### src/rtl/pong_pkg.sv
// Shared types and defaults for the pong game controller: state encoding,
// position width, frame-count defaults and small scoring/hit helpers.
package pong_pkg;

  typedef enum logic [2:0] {
    ST_IDLE  = 3'd0,
    ST_SERVE = 3'd1,
    ST_PLAY  = 3'd2,
    ST_POINT = 3'd3,
    ST_OVER  = 3'd4
  } state_t;

  localparam int POS_W = 9;
  typedef logic [POS_W-1:0] pos_t;

  localparam int CNT_W = 8;

  localparam int SERVE_FRAMES_DEF = 60;
  localparam int POINT_FRAMES_DEF = 90;
  localparam int WIN_SCORE_DEF    = 9;

  localparam logic [3:0] SCORE_MAX = 4'd9;

  // Scores are single BCD digits and stick at 9 instead of wrapping.
  function automatic logic [3:0] score_inc(input logic [3:0] v);
    if (v >= SCORE_MAX) begin
      return SCORE_MAX;
    end else begin
      return v + 4'd1;
    end
  endfunction

  // Paddle span is evaluated one bit wider so pad+height never wraps.
  function automatic logic paddle_hit(input pos_t ball, input pos_t pad,
                                      input logic [POS_W:0] height);
    logic [POS_W:0] lo_s;
    logic [POS_W:0] hi_s;
    logic [POS_W:0] b_s;
    lo_s = {1'b0, pad};
    hi_s = lo_s + height;
    b_s  = {1'b0, ball};
    return (b_s >= lo_s) && (b_s < hi_s);
  endfunction

endpackage

### src/rtl/pong_game_ctrl_frame_countdown.sv
// Loadable 8-bit frame down-counter shared by the SERVE and POINT phases;
// decrements once per frame tick, stops at zero and flags it.
module frame_countdown
  import pong_pkg::*;
(
  input  logic             clk,
  input  logic             reset,
  input  logic             tick,
  input  logic             load,
  input  logic [CNT_W-1:0] load_val,
  output logic             zero
);

  logic [CNT_W-1:0] count_r;

  // Load wins over a decrement on the same cycle.
  always_ff @(posedge clk or negedge reset) begin
    if (!reset) begin
      count_r <= {CNT_W{1'b0}};
    end else if (load) begin
      count_r <= load_val;
    end else if (tick && (count_r != {CNT_W{1'b0}})) begin
      count_r <= count_r - {{(CNT_W-1){1'b0}}, 1'b1};
    end else begin
      count_r <= count_r;
    end
  end

  assign zero = (count_r == {CNT_W{1'b0}});

endmodule

### src/rtl/pong_game_ctrl.sv
// Pong game sequencer: serve, play, point judging, scores and game end.
// Optional score limit (OVER state reachable) is enabled by PONG_SCORE_LIMIT_EN.
module pong_game_ctrl
  import pong_pkg::*;
#(
  parameter int WIDTH        = 256,
  parameter int PADDLE_H     = 16,
  parameter int SERVE_FRAMES = SERVE_FRAMES_DEF,
  parameter int POINT_FRAMES = POINT_FRAMES_DEF,
  parameter int WIN_SCORE    = WIN_SCORE_DEF
)
(
  input  logic       clk,
  input  logic       reset,
  input  logic       frame_tick,
  input  logic       start,
  input  logic [8:0] ball_hpos,
  input  logic [8:0] ball_vpos,
  input  logic [8:0] lpad_vpos,
  input  logic [8:0] rpad_vpos,
  output logic       ball_load,
  output logic       ball_run,
  output logic       serve_right,
  output logic [3:0] score_l,
  output logic [3:0] score_r,
  output logic       game_over,
  output logic [2:0] state
);

  localparam logic [CNT_W-1:0] SERVE_LOAD = CNT_W'(SERVE_FRAMES - 1);
  localparam logic [CNT_W-1:0] POINT_LOAD = CNT_W'(POINT_FRAMES - 1);
  localparam pos_t             RIGHT_WALL = POS_W'(WIDTH - 1);
  localparam logic [POS_W:0]   PAD_SPAN   = (POS_W+1)'(PADDLE_H);

  state_t           state_r;
  state_t           state_nxt;
  logic [3:0]       score_l_r;
  logic [3:0]       score_l_nxt;
  logic [3:0]       score_r_r;
  logic [3:0]       score_r_nxt;
  logic             serve_right_r;
  logic             serve_right_nxt;
  logic             ball_load_r;
  logic             load_nxt;
  logic             ball_run_r;
  logic             cnt_load_s;
  logic [CNT_W-1:0] cnt_val_s;
  logic             cnt_zero_s;
  logic             left_wall_s;
  logic             right_wall_s;
  logic             left_hit_s;
  logic             right_hit_s;
  logic             win_s;

  frame_countdown u_countdown (
    .clk      (clk),
    .reset    (reset),
    .tick     (frame_tick),
    .load     (cnt_load_s),
    .load_val (cnt_val_s),
    .zero     (cnt_zero_s)
  );

  assign left_wall_s  = (ball_hpos == {POS_W{1'b0}});
  assign right_wall_s = (ball_hpos == RIGHT_WALL);
  assign left_hit_s   = paddle_hit(ball_vpos, lpad_vpos, PAD_SPAN);
  assign right_hit_s  = paddle_hit(ball_vpos, rpad_vpos, PAD_SPAN);

`ifdef PONG_SCORE_LIMIT_EN
  assign win_s = (score_l_r == 4'(WIN_SCORE)) || (score_r_r == 4'(WIN_SCORE));
`else
  assign win_s = 1'b0;
`endif

  // Next-state, score and counter-load decisions, taken only on frame ticks.
  always_comb begin
    state_nxt       = state_r;
    score_l_nxt     = score_l_r;
    score_r_nxt     = score_r_r;
    serve_right_nxt = serve_right_r;
    load_nxt        = 1'b0;
    cnt_load_s      = 1'b0;
    cnt_val_s       = SERVE_LOAD;
    if (frame_tick) begin
      case (state_r)
        ST_IDLE, ST_OVER: begin
          if (start) begin
            state_nxt   = ST_SERVE;
            score_l_nxt = 4'd0;
            score_r_nxt = 4'd0;
            load_nxt    = 1'b1;
            cnt_load_s  = 1'b1;
            cnt_val_s   = SERVE_LOAD;
          end else begin
            state_nxt = state_r;
          end
        end
        ST_SERVE: begin
          if (cnt_zero_s) begin
            state_nxt = ST_PLAY;
          end else begin
            state_nxt = ST_SERVE;
          end
        end
        ST_PLAY: begin
          // Left wall is judged first so a degenerate playfield stays deterministic.
          if (left_wall_s) begin
            if (left_hit_s) begin
              state_nxt = ST_PLAY;
            end else begin
              score_r_nxt     = score_inc(score_r_r);
              serve_right_nxt = 1'b0;
              state_nxt       = ST_POINT;
              cnt_load_s      = 1'b1;
              cnt_val_s       = POINT_LOAD;
            end
          end else if (right_wall_s) begin
            if (right_hit_s) begin
              state_nxt = ST_PLAY;
            end else begin
              score_l_nxt     = score_inc(score_l_r);
              serve_right_nxt = 1'b1;
              state_nxt       = ST_POINT;
              cnt_load_s      = 1'b1;
              cnt_val_s       = POINT_LOAD;
            end
          end else begin
            state_nxt = ST_PLAY;
          end
        end
        ST_POINT: begin
          if (cnt_zero_s) begin
            if (win_s) begin
              state_nxt = ST_OVER;
            end else begin
              state_nxt  = ST_SERVE;
              load_nxt   = 1'b1;
              cnt_load_s = 1'b1;
              cnt_val_s  = SERVE_LOAD;
            end
          end else begin
            state_nxt = ST_POINT;
          end
        end
        default: begin
          state_nxt = ST_IDLE;
        end
      endcase
    end else begin
      state_nxt = state_r;
    end
  end

  // State and registered outputs; ball_load clears on the next clock.
  always_ff @(posedge clk or negedge reset) begin
    if (!reset) begin
      state_r       <= ST_IDLE;
      score_l_r     <= 4'd0;
      score_r_r     <= 4'd0;
      serve_right_r <= 1'b1;
      ball_load_r   <= 1'b0;
      ball_run_r    <= 1'b0;
    end else begin
      state_r       <= state_nxt;
      score_l_r     <= score_l_nxt;
      score_r_r     <= score_r_nxt;
      serve_right_r <= serve_right_nxt;
      ball_load_r   <= load_nxt;
      ball_run_r    <= (state_nxt == ST_PLAY);
    end
  end

`ifdef PONG_SCORE_LIMIT_EN
  logic game_over_r;

  // OVER flag tracks the state register.
  always_ff @(posedge clk or negedge reset) begin
    if (!reset) begin
      game_over_r <= 1'b0;
    end else begin
      game_over_r <= (state_nxt == ST_OVER);
    end
  end

  assign game_over = game_over_r;
`else
  assign game_over = 1'b0;
`endif

  assign ball_load   = ball_load_r;
  assign ball_run    = ball_run_r;
  assign serve_right = serve_right_r;
  assign score_l     = score_l_r;
  assign score_r     = score_r_r;
  assign state       = state_r;

endmodule

### config.mk
export PLATFORM = sky130hd
export DESIGN_NAME = pong_game_ctrl
export DESIGN_NICKNAME = d
export VERILOG_FILES = /design/src/rtl/pong_pkg.sv /design/src/rtl/pong_game_ctrl_frame_countdown.sv /design/src/rtl/pong_game_ctrl.sv
export SDC_FILE = /design/constraint.sdc
export NUM_CORES = 1
export LEC_CHECK = 0
export CAP_MARGIN = 30
export CORE_MARGIN = 2
export CORE_UTILIZATION = 30
export DETAILED_ROUTE_END_ITERATION = 8
export DONT_BUFFER_PORTS = 1
export PLACE_DENSITY = 0.51
export SETUP_SLACK_MARGIN = 0.05
export SLEW_MARGIN = 15
export SYNTH_ARGS = -nofsm -noshare
export SYNTH_HDL_FRONTEND = slang
export SYNTH_HIERARCHICAL = 1
export SYNTH_SLANG_ARGS = --single-unit
### constraint.sdc
create_clock -name clk -period 3.78 [get_ports clk]
set_input_delay 0.567 -clock clk [delete_from_list [all_inputs] [get_ports clk]]
set_output_delay 0.567 -clock clk [all_outputs]
set_load 0.05 [all_outputs]
* Word-level counts from Yosys, hierarchy flattened
Index checks and enable logic that the tools add are counted.
Storage, ports and cells: flip-flop bits (word level) 22, logic and storage cells 87
Operators by class: add/sub/neg operators 5, order comparisons 6, eq/ne operators 14, multiplexer cells 41, reduce and logical (&&, ||, !) cells 14
Operator list (number):
- 8-bit two-way mux | 5
- 4-bit two-way mux | 8
- 7-bit two-way mux | 3
- 9-bit by 5-bit adder with 10-bit output, second input constant | 2
- 9-bit by 10-bit < comparator with 1-bit output | 2
- 9-bit greater-or-equal comparator | 2
- 2-bit != test, second input constant | 8
- 4-bit one-hot mux with 2 select lines | 2
- 1-bit two-way mux | 14
- 3-bit two-way mux | 4
- 3-bit one-hot mux with 4 select lines | 1
- 5-bit AND reduction | 2
- 3-bit by 2-bit == test with 1-bit output, second input constant | 3
- 9-bit by 8-bit == test with 1-bit output, second input constant | 1
- 9-bit zero test | 1
- 4-bit by 1-bit adder with 4-bit output, second input constant | 2
- 4-bit greater-or-equal comparator, second input constant | 2
- 8-bit zero test | 1
- 8-bit nonzero test | 1
- 8-bit by 1-bit subtractor with 8-bit output, second input constant | 1
- 6-bit AND reduction | 1
- 2-bit nonzero test | 3
- 2-bit two-way mux | 2
- 3-bit by 1-bit == test with 1-bit output, second input constant | 1
- 6 further kinds | 8

* Longest topological paths before layout
depth after elaboration 9, depth in mapped cells 14

* Modules after synthesis
The synthesis kept the hierarchy.
Modules (own cells, without submodules):
- pong_game_ctrl | instances 1, cells each 218, area an instance 1795.5 µm²
- frame_countdown | instances 1, cells each 58, area an instance 528.0 µm²

* Worst setup path after synthesis
No wires, ideal clock.
path kind input to register, from input port rpad_vpos[4], to register u_countdown.count_r[7], setup time 126 ps, data arrival time 2864 ps, setup slack 790 ps, stages 12, cells stage by stage ha_1 > inv_1 > ha_1 > nor2b_1 > o2111ai_1 > a21oi_1 > o21ai_1 > a2111o_1 > nand3_1 > clkinv_1 > o311a_1 > a221o_1
On the way: word-level cells in the longest chain between the ends 9
RTL lines:
- start: declaration | RTL line pong_game_ctrl.sv:20 | input logic [8:0] rpad_vpos,
- 9-bit by 5-bit adder with 10-bit output | RTL line pong_pkg.sv:40 | hi_s = lo_s + height;
- 9-bit by 10-bit < comparator with 1-bit output | RTL line pong_pkg.sv:42 | return (b_s >= lo_s) && (b_s < hi_s);
- 1-bit logical AND (*) | RTL line pong_pkg.sv:42
- 1-bit two-way mux (*) | RTL line pong_game_ctrl.sv:118 | if (right_hit_s) begin
- 1-bit two-way mux (*) | RTL line pong_game_ctrl.sv:117 | end else if (right_wall_s) begin
- 1-bit two-way mux (*) | RTL line pong_game_ctrl.sv:107 | if (left_wall_s) begin
- 1-bit one-hot mux with 3 select lines (*) | RTL line pong_game_ctrl.sv:85 | case (state_r)
- 1-bit two-way mux (*) | RTL line pong_game_ctrl.sv:84 | if (frame_tick) begin
- via cnt_load_s | RTL line pong_game_ctrl.sv:46 | logic cnt_load_s;
- 8-bit two-way mux / 2-bit nonzero test (equally long branches)
- end signal: assignment | RTL line pong_game_ctrl_frame_countdown.sv:19 | count_r <= {CNT_W{1'b0}};
- end signal: assignment | RTL line pong_game_ctrl_frame_countdown.sv:21 | count_r <= load_val;
- end signal: assignment | RTL line pong_game_ctrl_frame_countdown.sv:23 | count_r <= count_r - {{(CNT_W-1){1'b0}}, 1'b1};
- end: declaration | RTL line pong_game_ctrl_frame_countdown.sv:14 | logic [CNT_W-1:0] count_r;
Mark *: on every way through the listed nets, which the timed path passes. The rest lies on a longest branch. A chain may end at the register's enable or synchronous reset.

* Worst setup path after layout
Ends and elaborated chain as after synthesis.

==> flow_summary.html <==
<table>
<tr><th>Metric</th><th>Value</th></tr>
<tr><th colspan="2">GRT</th></tr>
<tr><td>Total global routing overflow</td><td>0</td></tr>
<tr><td>Vias in the first global route</td><td>2,071</td></tr>
<tr><td>Initial antenna violation count</td><td>0</td></tr>
<tr><td>Wire length of the first global-routing pass</td><td>approximately 9500 um</td></tr>
<tr><td>Maximum number of pins on one net before global-route repair</td><td>22</td></tr>
<tr><td>Total GRT Usage</td><td>0.1380</td></tr>
<tr><th colspan="2">Timing</th></tr>
<tr><td>Number of failing setup endpoints in the final timing report</td><td>0</td></tr>
<tr><td>Period Utilization, post-route</td><td>0.8215</td></tr>
<tr><td>Worst rel slew slack</td><td>0.5779</td></tr>
<tr><td>Clock Skew</td><td>0.01184 ns</td></tr>
<tr><td>Post-Route Setup TNS</td><td>0 ns</td></tr>
<tr><td>Setup repair after global routing missed its margin</td><td>no</td></tr>
<tr><td>Max Slew Vio Count</td><td>0</td></tr>
<tr><td>Time the final worst path needs with I/O delays and setup</td><td>3.105 ns</td></tr>
<tr><td>Worst Max-Slew Pin Slew</td><td>about 0.63 ns</td></tr>
<tr><td>Number of hold-slack violations in the final timing report</td><td>0</td></tr>
<tr><td>WHS</td><td>0.1287 ns</td></tr>
<tr><td>Timing-limited maximum frequency</td><td>about 320 MHz</td></tr>
<tr><th colspan="2">Clocking</th></tr>
<tr><td>Root Buffer</td><td>sky130_fd_sc_hd__clkbuf_8</td></tr>
<tr><td>Post-CTS clock slew at the launch and capture registers of the worst setup and hold paths</td><td>0.09 ns</td></tr>
<tr><td>Clock H-tree levels</td><td>1</td></tr>
<tr><td>Sink count of the clock tree</td><td>22</td></tr>
<tr><td>Number of clock buffers inserted by TritonCTS</td><td>3</td></tr>
<tr><td>Clock Path Buffers</td><td>2</td></tr>
<tr><td>TritonCTS clock tree</td><td>built</td></tr>
<tr><td>Clock latency at the later pin of the worst-skew pair</td><td>about 0.27 ns</td></tr>
<tr><th colspan="2">Finish</th></tr>
<tr><td>Utilization of the core after routing</td><td>0.3352</td></tr>
<tr><td>Final nets</td><td>~360</td></tr>
<tr><td>Final Instance Count excl. Fillers</td><td>about 390</td></tr>
<tr><td>Most common cell after layout, fill and taps aside</td><td>sky130_fd_sc_hd__ha_1</td></tr>
<tr><td>Number of diodes</td><td>0</td></tr>
<tr><td>Area growth from synthesis to layout</td><td>9.747%</td></tr>
<tr><td>Fraction of layout instances using a drive strength above 1</td><td>0.07394</td></tr>
<tr><td>Highest-count cells in the layout ignoring fill and taps</td><td>sky130_fd_sc_hd__ha_1, sky130_fd_sc_hd__inv_1, sky130_fd_sc_hd__a21oi_1</td></tr>
<tr><th colspan="2">Setup path</th></tr>
<tr><td>Reg-to-reg critical path startpoint</td><td>u_countdown/count_r[0]</td></tr>
<tr><td>Largest fanout on the critical path</td><td>10</td></tr>
<tr><td>Element type at the critical path end</td><td>flip-flop</td></tr>
<tr><td>Worst setup path startpoint</td><td>rpad_vpos[4]</td></tr>
<tr><td>Critical path class</td><td>primary input to flip-flop</td></tr>
<tr><td>Required time of the critical path</td><td>just under 4 ns</td></tr>
<tr><td>Type of element launching the critical path</td><td>primary input</td></tr>
<tr><td>Critical Path AT</td><td>between 3 and 4 ns</td></tr>
<tr><th colspan="2">Power</th></tr>
<tr><td>Power per cell area</td><td>416.0 nW/um^2</td></tr>
<tr><td>Leakage</td><td>0.001179 uW</td></tr>
<tr><td>Maximum ir drop on the vdd rail</td><td>about 0.27 mV</td></tr>
<tr><th colspan="2">Die</th></tr>
<tr><td>Die outline width</td><td>slightly above 90 um</td></tr>
<tr><td>Standard-cell rows</td><td>32</td></tr>
<tr><td>Starting density of the core</td><td>0.3054</td></tr>
<tr><td>Area of the placeable core</td><td>approximately 7600 um^2</td></tr>
<tr><td>Die footprint</td><td>roughly 8500 um^2</td></tr>
<tr><td>Top-Level Pins</td><td>55</td></tr>
<tr><td>Height of the die</td><td>92.01 um</td></tr>
<tr><th colspan="2">Logic synthesis</th></tr>
<tr><td>Number of synthesized flops with an enable pin</td><td>0</td></tr>
<tr><td>Post-Syn Area per Cell</td><td>roughly 8.4 um^2</td></tr>
<tr><td>Cells after Synth</td><td>about 280</td></tr>
<tr><td>Share of synthesized area occupied by flip-flops and latches</td><td>0.2375</td></tr>
<tr><td>Flops &amp; latches, synth</td><td>22</td></tr>
<tr><td>Synth warn</td><td>6</td></tr>
<tr><td>Netlist area before placement</td><td>2323 um^2</td></tr>
<tr><td>Synth async-reset ratio</td><td>1.000</td></tr>
<tr><td>Unique masters post-synth</td><td>65</td></tr>
<tr><td>Most used flip-flop cell after synthesis</td><td>sky130_fd_sc_hd__dfrtp_1</td></tr>
<tr><th colspan="2">Status</th></tr>
<tr><td>Result of the run</td><td>finished, final reports clean</td></tr>
<tr><th colspan="2">Drt</th></tr>
<tr><td># DRC</td><td>0</td></tr>
<tr><td>Initial DRT Pass Iterations</td><td>4</td></tr>
<tr><td>Number of nets with antenna violations after routing</td><td>0</td></tr>
<tr><td>Vias per std cell</td><td>approximately 5.3</td></tr>
<tr><td>Wire length per cell</td><td>15.14 um</td></tr>
<tr><td>DRT Wirelength</td><td>between 5000 and 6000 um</td></tr>
<tr><td>Number of violations reported at the end of detailed-routing iteration 0</td><td>between 70 and 80</td></tr>
<tr><td>Total number of vias</td><td>2,029</td></tr>
<tr><th colspan="2">Flow run</th></tr>
<tr><td>Number of max-cap violations</td><td>0</td></tr>
<tr><th colspan="2">Place</th></tr>
<tr><td>Placed Cells</td><td>380</td></tr>
<tr><td>Estimated wirelength of the detail-placed design</td><td>roughly 4700 um</td></tr>
<tr><td>Number of buffer cells added on primary ports</td><td>0</td></tr>
<tr><td>Placer congestion estimate</td><td>around 0.81</td></tr>
<tr><th colspan="2">Hold path</th></tr>
<tr><td>Path type of the worst min-delay path</td><td>primary input to async pin</td></tr>
</table>
-- power by group --
part	total [uW]	internal [uW]	switching, uW
sequential	460	296	164
combinational	376	172	204
clock	225	142	83.5
-- logic make-up (layout without fill, tap and decap cells) --
group | after synthesis | in the layout | share of synthesized area
compound gates | 71 | 71 | 0.2208
xor+xnor | 6 | 6 | 0.02262
fa+ha+maj | 38 | 38 | 0.2046
buf+inv | 37 | 41 | 0.06192
flops | 22 | 22 | 0.2375
mux | 2 | 2 | 0.01077
other cells | 2 | 6 | 0.003232
simple gates | 98 | 98 | 0.2386
-- cell usage after synthesis (2+ instances only) --
cell type,instances,share of area
sky130_fd_sc_hd__nand3_1,17,0.037
sky130_fd_sc_hd__a31oi_1,3,0.0081
sky130_fd_sc_hd__o21a_1,2,0.0065
sky130_fd_sc_hd__a211o_1,2,0.0075
sky130_fd_sc_hd__a21oi_1,22,0.047
sky130_fd_sc_hd__conb_1,2,0.0032
sky130_fd_sc_hd__o31ai_1,2,0.0065
sky130_fd_sc_hd__a211oi_1,2,0.0065
sky130_fd_sc_hd__o2111ai_1,4,0.015
sky130_fd_sc_hd__ha_1,38,0.20
sky130_fd_sc_hd__xnor2_1,6,0.023
sky130_fd_sc_hd__nor2b_1,7,0.019
sky130_fd_sc_hd__dfrtp_1,21,0.23
sky130_fd_sc_hd__or4_1,3,0.0097
sky130_fd_sc_hd__nor3_1,6,0.013
sky130_fd_sc_hd__nand4b_1,2,0.0075
sky130_fd_sc_hd__o21ai_1,3,0.0065
sky130_fd_sc_hd__nor3b_1,4,0.013
sky130_fd_sc_hd__nand2b_1,4,0.011
sky130_fd_sc_hd__nand2_1,18,0.029
sky130_fd_sc_hd__a221o_1,2,0.0086
sky130_fd_sc_hd__o21ai_0,5,0.011
sky130_fd_sc_hd__o221ai_1,2,0.0075
sky130_fd_sc_hd__inv_1,33,0.053
sky130_fd_sc_hd__nor4_1,2,0.0054
sky130_fd_sc_hd__o22ai_1,4,0.011
sky130_fd_sc_hd__nor2_1,13,0.021
sky130_fd_sc_hd__nand4_1,10,0.027
-- layout make-up --
class | instances | area (um^2)
Timing Repair Buffer | 3 | 28.78
Fill cell | 810 | 5057
Inverter | 34 | 127.6
Multi-Input combinational cell | 221 | 1643
Tap cell | 102 | 127.6
Sequential cell | 22 | 551.8
Clock buffer | 3 | 41.29
Clock inverter | 1 | 30.03
-- metal layers --
layer | vias up | track usage | share of wire
met5 | - | 0 | 0
met4 | 0 | 0.03109 | 0.020
met3 | 8 | 0.02794 | 0.064
met2 | 62 | 0.2365 | 0.48
met1 | 932 | 0.1791 | 0.44
li1 | 1027 | - | -
-- worst paths after layout --
| check | to | slack [ns] | depth (start not counted) |
|---|---|---|---|
| setup / recovery | u_countdown/count_r[7] | 0.67 | 12 |
| hold / removal | serve_right | 0.13 | 0 |
| setup reg to reg | u_countdown/count_r[7] | 0.72 | 11 |
| hold reg to reg | u_countdown/count_r[4] | 0.59 | 2 |
| max in group asynchronous | state[0] | 2.53 | 2 |
| min in group clk | state[1] | 0.43 | 1 |
-- what timing repair did --
item / CTS / global route
hold buffers: 1 / 0
hold endpoints to repair: 21 / 0
buffers inserted: 0 / 0
gates resized for setup: 0 / 0
-- flip-flops by register name, summed over array words and instances, names as in the netlist --
register and flops:
state 3, ball_load 1, serve_right 1, score_r 4, ball_run 1, score_l 4, u_countdown/count_r 8
-- metrics by stage --
step	instance area, um^2	power, uW	setup WS (ns)
finish	2550	1061	0.6748
detailed placement	2457	829.5	0.3889
global route	2550	1150	0.4638
CTS	2539	1069	0.6732
global placement	2457	829.0	0.4813
floorplan	2338	743.5	0.7897
-- critical path, cell delays in order --
cell	delay [ns]
sky130_fd_sc_hd__ha_1	0.26
sky130_fd_sc_hd__inv_1	0.04
sky130_fd_sc_hd__ha_1	0.29
sky130_fd_sc_hd__nor2b_1	0.18
sky130_fd_sc_hd__o2111ai_1	0.13
sky130_fd_sc_hd__a21oi_1	0.21
sky130_fd_sc_hd__o21ai_1	0.10
sky130_fd_sc_hd__a2111o_1	0.43
sky130_fd_sc_hd__nand3_1	0.26
sky130_fd_sc_hd__clkinv_1	0.31
sky130_fd_sc_hd__o311a_1	0.22
sky130_fd_sc_hd__a221o_1	0.26
(Power assumes the default switching activity.)
